File: src/rtl/rf_pkg.sv
`default_nettype none
// ============================================================================
// Module      : rf_pkg
// Description : Shared register-file sizing and operand typedefs used by the
//               decode, register-file and writeback stages.
// Revision    : 1.0 - initial release
// ============================================================================
package rf_pkg;

    localparam int RF_DATA_WIDTH    = 32;
    localparam int RF_NUM_REGISTERS = 32;
    localparam int RF_ADDR_WIDTH    = $clog2(RF_NUM_REGISTERS);

    typedef logic [RF_ADDR_WIDTH-1:0] reg_addr_t;
    typedef logic [RF_DATA_WIDTH-1:0] reg_data_t;

endpackage
`default_nettype wire

File: src/rtl/rf_read_port.sv
`default_nettype none
// ============================================================================
// Module      : rf_read_port
// Description : One combinational register-file read port with write-through
//               bypass so a same-cycle writeback is visible to decode.
// Revision    : 1.0 - initial release
// ============================================================================
module rf_read_port #(
    parameter int  DATA_WIDTH    = 32,
    parameter int  NUM_REGISTERS = 32,
    localparam int ADDR_WIDTH    = $clog2(NUM_REGISTERS)
) (
    input  logic                                rst,
    input  logic [ADDR_WIDTH-1:0]               rd_addr,
    input  logic [NUM_REGISTERS*DATA_WIDTH-1:0] regs_flat,
    input  logic                                byp_en,
    input  logic [ADDR_WIDTH-1:0]               byp_addr,
    input  logic [DATA_WIDTH-1:0]               byp_data,
    output logic [DATA_WIDTH-1:0]               data_out
);

    logic byp_hit;

    // byp_en already excludes x0, so a bypass hit never returns non-zero for r0
    assign byp_hit = byp_en && (rd_addr == byp_addr);

    always_comb begin
        data_out = '0;
        if (!rst) begin
            data_out = '0;
        end else if (byp_hit) begin
            data_out = byp_data;
        end else if (rd_addr == '0) begin
            data_out = '0;
        end else begin
            data_out = regs_flat[rd_addr*DATA_WIDTH +: DATA_WIDTH];
        end
    end

endmodule
`default_nettype wire

File: src/rtl/register_file.sv
`default_nettype none
// ============================================================================
// Module      : register_file
// Description : RISC-V integer register file, 2 combinational read ports,
//               1 synchronous write port, x0 hardwired to zero.
// Revision    : 1.0 - initial release
// ============================================================================
module register_file
    import rf_pkg::*;
#(
    parameter int  DATA_WIDTH    = RF_DATA_WIDTH,
    parameter int  NUM_REGISTERS = RF_NUM_REGISTERS,
    localparam int ADDR_WIDTH    = $clog2(NUM_REGISTERS)
) (
    input  logic                  clk,
    input  logic                  rst,
    input  logic                  write,
    input  logic [ADDR_WIDTH-1:0] reg_rd0,
    input  logic [ADDR_WIDTH-1:0] reg_rd1,
    input  logic [ADDR_WIDTH-1:0] reg_wr,
    input  logic [DATA_WIDTH-1:0] data_in,
    output logic [DATA_WIDTH-1:0] data_out0,
    output logic [DATA_WIDTH-1:0] data_out1
);

    logic [DATA_WIDTH-1:0]               regs_q [1:NUM_REGISTERS-1];
    logic [DATA_WIDTH-1:0]               regs_d [1:NUM_REGISTERS-1];
    logic [NUM_REGISTERS*DATA_WIDTH-1:0] regs_flat;
    logic                                wr_en;

    assign wr_en = rst && write && (reg_wr != '0);

    always_comb begin
        regs_d = regs_q;
        for (int i = 1; i < NUM_REGISTERS; i++) begin
            if (wr_en && (reg_wr == ADDR_WIDTH'(i))) begin
                regs_d[i] = data_in;
            end
        end
    end

    always_ff @(posedge clk or negedge rst) begin
        if (!rst) begin
            for (int i = 1; i < NUM_REGISTERS; i++) begin
                regs_q[i] <= '0;
            end
        end else begin
            for (int i = 1; i < NUM_REGISTERS; i++) begin
                regs_q[i] <= regs_d[i];
            end
        end
    end

    // Slot 0 of the flat view is tied to zero; x0 has no storage
    assign regs_flat[DATA_WIDTH-1:0] = '0;

    for (genvar g = 1; g < NUM_REGISTERS; g++) begin : g_flat
        assign regs_flat[g*DATA_WIDTH +: DATA_WIDTH] = regs_q[g];
    end

    rf_read_port #(
        .DATA_WIDTH    (DATA_WIDTH),
        .NUM_REGISTERS (NUM_REGISTERS)
    ) u_rd0 (
        .rst       (rst),
        .rd_addr   (reg_rd0),
        .regs_flat (regs_flat),
        .byp_en    (wr_en),
        .byp_addr  (reg_wr),
        .byp_data  (data_in),
        .data_out  (data_out0)
    );

    rf_read_port #(
        .DATA_WIDTH    (DATA_WIDTH),
        .NUM_REGISTERS (NUM_REGISTERS)
    ) u_rd1 (
        .rst       (rst),
        .rd_addr   (reg_rd1),
        .regs_flat (regs_flat),
        .byp_en    (wr_en),
        .byp_addr  (reg_wr),
        .byp_data  (data_in),
        .data_out  (data_out1)
    );

endmodule
`default_nettype wire

File: config.mk
export PLATFORM = sky130hd
export DESIGN_NAME = register_file
export DESIGN_NICKNAME = d
export VERILOG_FILES = /design/src/rtl/rf_pkg.sv /design/src/rtl/rf_read_port.sv /design/src/rtl/register_file.sv
export SDC_FILE = /design/constraint.sdc
export NUM_CORES = 2
export LEC_CHECK = 0
export CAP_MARGIN = 20
export CORE_MARGIN = 4
export CORE_UTILIZATION = 30
export DETAILED_ROUTE_END_ITERATION = 12
export GPL_ROUTABILITY_DRIVEN = 0
export PLACE_DENSITY = 0.55
export SLEW_MARGIN = 0
export SYNTH_ARGS = -nofsm -noshare
export SYNTH_HDL_FRONTEND = slang
export SYNTH_HIERARCHICAL = 1
export SYNTH_SLANG_ARGS = --single-unit
File: constraint.sdc
create_clock -name clk -period 2.9 [get_ports clk]
set_clock_uncertainty 0.15 [all_clocks]
set_input_delay 0.435 -clock clk [delete_from_list [all_inputs] [get_ports clk]]
set_output_delay 0.435 -clock clk [all_outputs]
set_load 0.01 [all_outputs]
==> flow_summary.yaml <==
setup_path:
  ff2ff_setup_slack_ns: 1.74
  path_max_fanout: 3
  reg2reg_to: "regs_flat[202]$_DFFE_PN0P_"
  r2r_cells: 3
  crit_family: "compound AO/OA/AOI/OAI gates"
  cp_cell_sequence: "mux4_2 > nor2b_4 > a211oi_4 > a21oi_2 > a221o_1 > buf_12 > buf_6"
  cp_data_required_time_ns: 2.32
  critical_path_class: "register to primary output"
  r2r-start: "regs_flat[202]$_DFFE_PN0P_"
  slowest_stage: "mux4_2"
  end_kind: "primary output"
  cpPeakStageDelay_ns: 0.48
  crit_buf_inv: 2
  crit_arrival_ns: 2.67
  cp-start-kind: "register"
synthesis:
  avgSynthCellArea_sq_um: 15.5
  synth_top_area_share: 0.459
  seq_area_frac_synth: 0.459
  syn_area_sq_um: 54100
  synth_top_cells_by_area: "dfrtp_1, mux2_2, mux4_2, a22oi_1, mux4_1"
  synth-seq-cells: 992
  synth_cell_types: 42
  postSynthCellCount: 3491
  synth_largest_area_cell: "dfrtp_1"
  yosysWarnings: 6
cells_and_area:
  drive_above_1_share: 0.633
  fill_cells: 16800
  multi_input_area_sq_um: 28700
  utilization: 0.377
  nets: 3989
  largest_reg_flops: 992
  stdcell_area_sq_um: 67400
  area_delta_synth_final_pct: 24.5
  regArea_sq_um: 24800
clock_network:
  cts_tree: "done"
  path_clk_slew_ns: 0.06
  clk_latency_ns: 0.73
  cts.htree.levels: 3
  cts-root-buf: "clkbuf_16"
  cts.sinks: 992
  numCtsBuffers: 109
  cts_buffer_depth: 3
timing:
  final_hold_viol_count: 0
  slew_headroom: 0.393
  worst_pin_slew_ns: 0.911
  fin_ws_ns: -0.350
  grt_setup_unrepaired: "yes"
  post-route-min-period_ns: 3.25
  finalCritPeriodShare: 1.12
  slew_viol_final: 0
  setup-violations-final: 64
  timing.fmax_mhz: 308
drt:
  postRouteAntennaNets: 0
  drc: 0
  drt-total-wl_mm: 183
  dr.pass1.iters: 5
  detail_route.iter0.violations: 2826
  vias: 35600
  wire_per_inst_um: 28.6
  via_per_inst: 5.57
run_status:
  violations: "setup timing"
  run_status: "finished with violations"
placement:
  io_buffers: 113
  placed_area_sq_um: 62300
  hpwl_mm: 123
die:
  die_y_um: 433
  core_sq_um: 179000
  pin_count: 114
  die_x_um: 433
  rows: 155
  dieArea_sq_um: 187000
  initial_core_util: 0.302
global_routing:
  track_usage: 0.195
  grt_pass1_wl_mm: 268
  gr-total-overflow: 0
  antenna_found_initial: 13
  grt_max_degree: 164
  grt_pass1_vias: 37200
flow_run:
  cap_violations: 0
min_path:
  hp-class: "input pin to asynchronous set/reset pin"
pwr:
  leakagePower_nw: 29.2
  powerDensity_nw_per_um2: 583
  ir_drop_mv: 0.473
==> worst max path at each step <==
stage / to / start / depth (start not counted) / slack [ns]
6_report: data_out1[30] / regs_flat[222]$_DFFE_PN0P_ / 7 / -0.35
5_1_grt: data_out1[30] / regs_flat[254]$_DFFE_PN0P_ / 6 / -0.45
4_1_cts: data_out1[30] / regs_flat[94]$_DFFE_PN0P_ / 7 / -0.44
3_5_place_dp: data_out0[23] / reg_wr[2] / 10 / -1.07
3_3_place_gp: data_out0[30] / reg_wr[2] / 10 / -1.09
2_1_floorplan: data_out0[30] / reg_wr[4] / 9 / 0.17
==> through the flow <==
step,setup TNS [ns],std cells,hold slack [ns],setup slack (ns),power (mW)
floorplan,0,3554,-0.0106,0.168,21.6
detailed placement,-75.49,6161,0.346,-1.07,24.4
CTS,-14.71,6382,0.339,-0.443,39.5
finish,-10.44,6392,0.172,-0.350,39.3
global placement,-72.65,6161,0.338,-1.09,24.1
global route,-16.77,6390,0.157,-0.446,40.9
==> synthesized netlist by cell type (all sizes together) <==
cell type  instances
dfrtp            992
mux2             992
mux4             512
buf              238
clkbuf           157
a21oi            127
a22oi            124
nor2b             71
a211oi            68
mux2i             66
a221o             64
nand2             12
nor2              11
xnor2             10
nor3               9
nand4              6
nand3              5
and2               4
nor3b              3
nor4               3
nor4b              3
and4b              2
inv                2
nand3b             2
o211ai             2
and4               1
and4bb             1
conb               1
nand2b             1
nand4b             1
nand4bb            1
==> logic make-up after synthesis <==
| kind of cell | share of synthesized area |
|---|---|
| AND/OR/NAND/NOR | 0.0157 |
| buffers and inverters | 0.0398 |
| AO/OA/AOI/OAI | 0.0505 |
| other | 0.0000693 |
| multiplexers | 0.434 |
| XOR/XNOR | 0.00162 |
| flip-flops | 0.459 |
==> worst min-delay path: cells and delay by family <==
family | cells | cell delay [ns]
buffers and inverters | 4 | 1.06
==> per-layer routing <==
metal	track usage	vias to the layer above	routed length (um)
met5	0	-	0
met4	0.0575	0	6000
met3	0.0353	273	10800
met2	0.313	1094	86500
met1	0.268	19600	79700
li1	-	14600	-
==> final cells by class <==
class | instances | share of cell area
repair buffers | 669 | 0.105
diodes | 6 | 0.000223
inverters | 2 | 0.000111
flip-flops and latches | 992 | 0.368
multi-input cells | 2165 | 0.426
clock inverters | 42 | 0.00806
clock buffers | 161 | 0.0484
well taps | 2355 | 0.0437
==> layout by cell type (no fill, tap or decap), types with 4 or more instances in the layout <==
cell type | synthesis | routed
conb_1 | 1 | 64
buf_12 | 6 | 146
buf_16 | 0 | 4
buf_6 | 32 | 41
a211oi_1 | 68 | 10
xnor2_1 | 10 | 9
nand4_1 | 6 | 6
a211oi_2 | 0 | 56
clkbuf_1 | 157 | 19
a21oi_2 | 0 | 56
clkbuf_8 | 0 | 32
bufinv_16 | 0 | 9
a22oi_1 | 124 | 38
mux2i_1 | 66 | 66
a221o_1 | 64 | 63
buf_4 | 28 | 378
buf_2 | 160 | 56
a22oi_2 | 0 | 86
nor2b_1 | 71 | 44
mux2_2 | 972 | 972
nor2b_4 | 0 | 27
clkinvlp_4 | 0 | 5
nand2_2 | 0 | 5
clkbuf_16 | 0 | 110
nor2_4 | 0 | 7
mux2_1 | 20 | 20
mux4_1 | 32 | 18
clkinv_8 | 0 | 4
clkinv_2 | 0 | 17
nor3_2 | 1 | 8
nand2_1 | 12 | 4
nand3_2 | 0 | 4
mux4_2 | 480 | 494
diode_2 | 0 | 6
clkdlybuf4s50_1 | 0 | 34
a21oi_1 | 127 | 70
dfrtp_1 | 992 | 992
==> power by group <==
| group | switching (mW) | leakage, nW | internal, mW |
|---|---|---|---|
| Sequential | 1.29 | 13.2 | 15.7 |
| Clock | 6.14 | 1.87 | 8.61 |
| Combinational | 3.12 | 14.2 | 4.40 |
| Total | 10.6 | 29.2 | 28.7 |
==> what timing repair did <==
action,4_1_cts,5_1_grt
gates resized for setup,500,72
setup buffers,22,3
setup endpoints to repair,64,64
pin swaps,131,28
hold buffers,1,0
hold endpoints to repair,263,0
cloned,2,0
Power figures use the tool's default switching activity.
